**src/rtl/register_bank_pkg.sv**
```systemverilog
// Shared KGP-RISC register-file definitions: widths, link register index and word/address types.
package register_bank_pkg;

  localparam int KGP_DATA_W   = 32;
  localparam int KGP_ADDR_W   = 5;
  localparam int KGP_NUM_REGS = 1 << KGP_ADDR_W;
  localparam int KGP_LINK_REG = 31;

  typedef logic [KGP_DATA_W-1:0] word_t;
  typedef logic [KGP_ADDR_W-1:0] reg_addr_t;

  // Read-port index in the top-level port-pair arrays.
  typedef enum logic {
    PORT_RS = 1'b0,
    PORT_RT = 1'b1
  } rd_port_e;

  localparam int KGP_NUM_RD_PORTS = 2;

endpackage

```
**src/rtl/register_bank_read_port.sv**
```systemverilog
// One asynchronous read port: array select, write-to-read forwarding and register-0 gating.
module register_bank_read_port
  import register_bank_pkg::*;
#(
  parameter int DATA_W        = KGP_DATA_W,
  parameter int ADDR_W        = KGP_ADDR_W,
  parameter int NUM_REGS      = 1 << ADDR_W,
  parameter int LINK_REG      = KGP_LINK_REG,
  parameter int HARDWIRE_ZERO = 0,
  parameter int BYPASS        = 1
) (
  input  logic [ADDR_W-1:0] rd_addr_i,
  input  logic [DATA_W-1:0] mem_i [NUM_REGS],
  input  logic              wr_en_i,
  input  logic [ADDR_W-1:0] wr_addr_i,
  input  logic [DATA_W-1:0] wr_data_i,
  input  logic              link_en_i,
  input  logic [DATA_W-1:0] link_data_i,
  output logic [DATA_W-1:0] rd_data_o
);

  localparam logic [ADDR_W-1:0] LINK_ADDR = ADDR_W'(LINK_REG);

  logic [DATA_W-1:0] array_word;
  logic              link_hit;
  logic              wr_hit;
  logic              zero_hit;

  assign array_word = mem_i[rd_addr_i];
  assign link_hit   = link_en_i && (rd_addr_i == LINK_ADDR);
  assign wr_hit     = wr_en_i && (rd_addr_i == wr_addr_i);
  assign zero_hit   = (HARDWIRE_ZERO != 0) && (rd_addr_i == '0);

  // Forwarding priority mirrors the storage block: the link write wins a collision.
  always_comb begin
    rd_data_o = array_word;
    if (BYPASS != 0) begin
      if (link_hit) begin
        rd_data_o = link_data_i;
      end else if (wr_hit) begin
        rd_data_o = wr_data_i;
      end
    end
    if (zero_hit) begin
      rd_data_o = '0;
    end
  end

endmodule

```
**src/rtl/register_bank.sv**
```systemverilog
// KGP-RISC 32x32 register file: two combinational read ports (rs, rt), one general write port
// and a dedicated link write port for call instructions.
module register_bank
  import register_bank_pkg::*;
#(
  parameter int DATA_W        = KGP_DATA_W,
  parameter int ADDR_W        = KGP_ADDR_W,
  parameter int LINK_REG      = KGP_LINK_REG,
  parameter int HARDWIRE_ZERO = 0,
  parameter int BYPASS        = 1
) (
  input  logic              clk,
  input  logic              rst,
  input  logic [ADDR_W-1:0] rs_addr,
  input  logic [ADDR_W-1:0] rt_addr,
  output logic [DATA_W-1:0] rs_data,
  output logic [DATA_W-1:0] rt_data,
  input  logic              wr_en,
  input  logic [ADDR_W-1:0] wr_addr,
  input  logic [DATA_W-1:0] wr_data,
  input  logic              link_en,
  input  logic [DATA_W-1:0] link_data
);

  localparam int                NUM_REGS  = 1 << ADDR_W;
  localparam logic [ADDR_W-1:0] LINK_ADDR = ADDR_W'(LINK_REG);

  logic [DATA_W-1:0] mem_q [NUM_REGS];
  logic              wr_ok;
  logic              link_ok;

  assign wr_ok   = wr_en && !((HARDWIRE_ZERO != 0) && (wr_addr == '0));
  assign link_ok = link_en && !((HARDWIRE_ZERO != 0) && (LINK_ADDR == '0));

  // The link write is issued last so it overrides a general write to the same index.
  always_ff @(posedge clk or posedge rst) begin
    if (rst) begin
      for (int i = 0; i < NUM_REGS; i++) begin
        mem_q[i] <= '0;
      end
    end else begin
      if (wr_ok) begin
        mem_q[wr_addr] <= wr_data;
      end
      if (link_ok) begin
        mem_q[LINK_ADDR] <= link_data;
      end
    end
  end

  logic [ADDR_W-1:0] rd_addr [KGP_NUM_RD_PORTS];
  logic [DATA_W-1:0] rd_data [KGP_NUM_RD_PORTS];

  assign rd_addr[PORT_RS] = rs_addr;
  assign rd_addr[PORT_RT] = rt_addr;
  assign rs_data          = rd_data[PORT_RS];
  assign rt_data          = rd_data[PORT_RT];

  genvar gi;
  generate
    for (gi = 0; gi < KGP_NUM_RD_PORTS; gi++) begin : g_rd_port
      register_bank_read_port #(
        .DATA_W        (DATA_W),
        .ADDR_W        (ADDR_W),
        .NUM_REGS      (NUM_REGS),
        .LINK_REG      (LINK_REG),
        .HARDWIRE_ZERO (HARDWIRE_ZERO),
        .BYPASS        (BYPASS)
      ) u_read_port (
        .rd_addr_i   (rd_addr[gi]),
        .mem_i       (mem_q),
        .wr_en_i     (wr_en),
        .wr_addr_i   (wr_addr),
        .wr_data_i   (wr_data),
        .link_en_i   (link_en),
        .link_data_i (link_data),
        .rd_data_o   (rd_data[gi])
      );
    end
  endgenerate

endmodule

```
**config.mk**
```make
export PLATFORM = sky130hd
export DESIGN_NAME = register_bank
export DESIGN_NICKNAME = d
export VERILOG_FILES = /design/src/rtl/register_bank_pkg.sv /design/src/rtl/register_bank_read_port.sv /design/src/rtl/register_bank.sv
export SDC_FILE = /design/constraint.sdc
export NUM_CORES = 2
export LEC_CHECK = 0
export CORE_MARGIN = 1.5
export CORE_UTILIZATION = 40
export CTS_BUF_LIST = sky130_fd_sc_hd__clkbuf_8
export DETAILED_ROUTE_END_ITERATION = 16
export GPL_TIMING_DRIVEN = 0
export PLACE_DENSITY = 0.52
export SLEW_MARGIN = 0
export SYNTH_ARGS = -nofsm -noshare
export SYNTH_HDL_FRONTEND = slang
export SYNTH_HIERARCHICAL = 1
export SYNTH_SLANG_ARGS = --single-unit
```
**constraint.sdc**
```tcl
create_clock -name clk -period 36.8 [get_ports clk]
set_input_delay 5.52 -clock clk [delete_from_list [all_inputs] [get_ports clk]]
set_output_delay 5.52 -clock clk [all_outputs]
set_load 0.01 [all_outputs]
```
==> results.json <==
{
  "setup_tns_ps": 0,
  "p_per_area_nw_per_um2": 52.01,
  "rsz0062_at_grt": "false",
  "cts_buffer_depth": 3,
  "largest_reg_flops": 1024,
  "clock-root-buffer": "clkbuf_8",
  "fp.dieH_um": 378.6,
  "core_um2": 139700,
  "skew_ps": 0,
  "layout_setup_ws_ps": 21270,
  "place_area_um2": 60510,
  "firstDrtPassIters": 6,
  "synthArstFlopShare_pct": 100.0,
  "die_w_um": 378.6,
  "drive_above_1_share_pct": 40.20,
  "area_delta_synth_final_pct": 14.00,
  "reg.largest.list": "mem_q: 1024 flops",
  "layout_common_cells": "dfrtp_1 (1024), mux2_2 (977), mux2i_1 (448)",
  "dp.cells": 6094,
  "start_util_pct": 40.39,
  "pre_cts_slack_ps": 21560,
  "post_cts_buffers": 0,
  "hold_buffers": 0,
  "worstSetupEndpointType": "primary output",
  "max_freq_mhz": 64.41,
  "hold_slack_ps": 509.6,
  "ant_nets": 0,
  "htreeDepth": 4,
  "die_area_um2": 143300,
  "power_mw": 3.346,
  "min_period_ps": 15530,
  "final_common_cell": "dfrtp_1",
  "yosys_warnings": 6,
  "ctsResizeCount": 0,
  "stdcell_count": 6442,
  "finalCritPeriodShare_pct": 42.19,
  "synth_edf_count": 0,
  "p_leak_nw": 28.36,
  "ys_ff_latch": 1024,
  "status": "completed",
  "cp.required_ps": 31280,
  "worst_pin_slew_ps": 1471,
  "first_iter_violations": 4213,
  "num_vias": 41260,
  "antenna_found_initial": 9,
  "nets": 4495,
  "final-max-slew-violation-count": 0,
  "grt_max_degree": 117,
  "clock-sinks": 1024,
  "wl_mm": 237.2,
  "clk_latency_ps": 980,
  "drcViolationCount": 0,
  "netlist_area_um2": 56430,
  "setup_viol": 0,
  "num_io_pins": 147,
  "clock_power_share_pct": 33.3,
  "final_cell_area_um2": 64330,
  "synth-seq-area-share_pct": 45.41,
  "fillCellCount": 12780,
  "synth_fp_nets": 4147,
  "final_util_pct": 46.04,
  "crit_fanout": 10,
  "synthFlopType": "dfrtp_1",
  "multi_input_area_um2": 28370,
  "syn_avg_cell_area_um2": 13.88,
  "ys_types": 47,
  "wl_per_cell_um": 36.82,
  "finalHoldViolCount": 0,
  "cts_tree": "done",
  "ir_drop_v": 0.00003496,
  "regMostFlops": "mem_q",
  "path_class": "in2out",
  "clk_pin_slew_ps": 60,
  "p_comb_share_pct": 21.9,
  "crit_path_start_kind": "input pin",
  "hpwl_mm": 168.6,
  "placementRows": 137,
  "intPower_mw": 2.329,
  "first_global_vias": 41890,
  "maxSlewHeadroom_pct": 1.930,
  "vias_per_cell": 6.405,
  "gp_congestion": 0.9607,
  "register_area_um2": 25620,
  "crit_arrival_ps": 10010,
  "cts_inserted_buffers": 191,
  "seqPwrFrac_pct": 44.8,
  "track_usage_pct": 33.18,
  "drv_cap": 0,
  "switching_share_pct": 30.38,
  "netSwitchingPower_mw": 1.016,
  "io_buffers": 142,
  "synthCells": 4064,
  "grt_pass1_wl_mm": 328.6,
  "overflow": 0,
  "hp-class": "reg2reg"
}
critical path, cell delays in order:
cell	delay, ps
clkdlybuf4s50_1	780
buf_2	620
nor2b_1	200
buf_2	490
clkbuf_1	1020
a21oi_1	280
a21oi_1	270
a221o_1	250
clkdlybuf4s50_1	560
worst paths after layout:
kind	startpoint	cells past startpoint	end	slack [ps]
max	rt_addr[3]	9	rt_data[2]	21270
min	mem_q[119]$_DFFE_PP0P_	1	mem_q[119]$_DFFE_PP0P_	510
max reg2reg	mem_q[63]$_DFFE_PP0P_	1	mem_q[63]$_DFFE_PP0P_	35960
min reg2reg	mem_q[119]$_DFFE_PP0P_	1	mem_q[119]$_DFFE_PP0P_	510
max in group asynchronous	rst	5	mem_q[1006]$_DFFE_PP0P_	29790
min in group asynchronous	rst	2	mem_q[828]$_DFFE_PP0P_	5050
power groups by stage:
stage	clock, mW	sequential, mW	combinational, mW
after detailed placement	0	1.51	0.725
final	1.11	1.50	0.731
after global placement	0	1.51	0.708
after global routing	1.19	1.53	0.770
after CTS	1.14	1.49	0.727
after floorplan	0	1.47	0.524
synthesized netlist by cell type, drive strengths merged (6+ instances only):
| cell | n | share of area, % |
|---|---|---|
| a211oi | 62 | 0.82 |
| a21oi | 126 | 1.1 |
| a221o | 62 | 1.1 |
| a221oi | 64 | 0.99 |
| a2bb2oi | 32 | 0.50 |
| and3 | 63 | 0.70 |
| buf | 261 | 3.0 |
| clkbuf | 192 | 1.3 |
| dfrtp | 1024 | 45 |
| mux2 | 992 | 20 |
| mux2i | 448 | 7.9 |
| mux4 | 320 | 13 |
| nand2 | 19 | 0.13 |
| nand3 | 38 | 0.34 |
| nor2 | 18 | 0.12 |
| nor2b | 6 | 0.067 |
| o21ai | 128 | 1.1 |
| o221ai | 64 | 0.99 |
| o22ai | 95 | 1.1 |
| xor2 | 8 | 0.12 |
routing by layer:
metal / vias up / track usage [%] / share of wire, %
met5: - / 0.3087 / 0.038
met4: 6 / 19.07 / 6.3
met3: 581 / 7.897 / 8.4
met2: 2096 / 49.26 / 44
met1: 21980 / 44.29 / 42
li1: 16590 / - / -
area by class of cell:
| type | count | area share [%] |
|---|---|---|
| diodes | 4 | 0.01556 |
| plain buffers | 453 | 3.764 |
| clock buffers | 236 | 5.050 |
| clock inverters | 107 | 0.8461 |
| inverters | 4 | 0.03501 |
| multi-input cells | 2583 | 44.10 |
| flip-flops and latches | 1024 | 39.84 |
| well taps | 1876 | 3.649 |
| repair buffers | 155 | 2.708 |
logic make-up (layout without fill, tap and decap cells):
kind of cell	Yosys count	in the layout	share of synthesized area, %
AND/OR/NAND/NOR	171	171	1.738
flip-flops	1024	1024	45.41
buffers and inverters	457	955	4.317
AO/OA/AOI/OAI	642	642	7.861
XOR/XNOR	10	10	0.1552
other	0	4	0
multiplexers	1760	1760	40.52
Power figures use the tool's default switching activity.
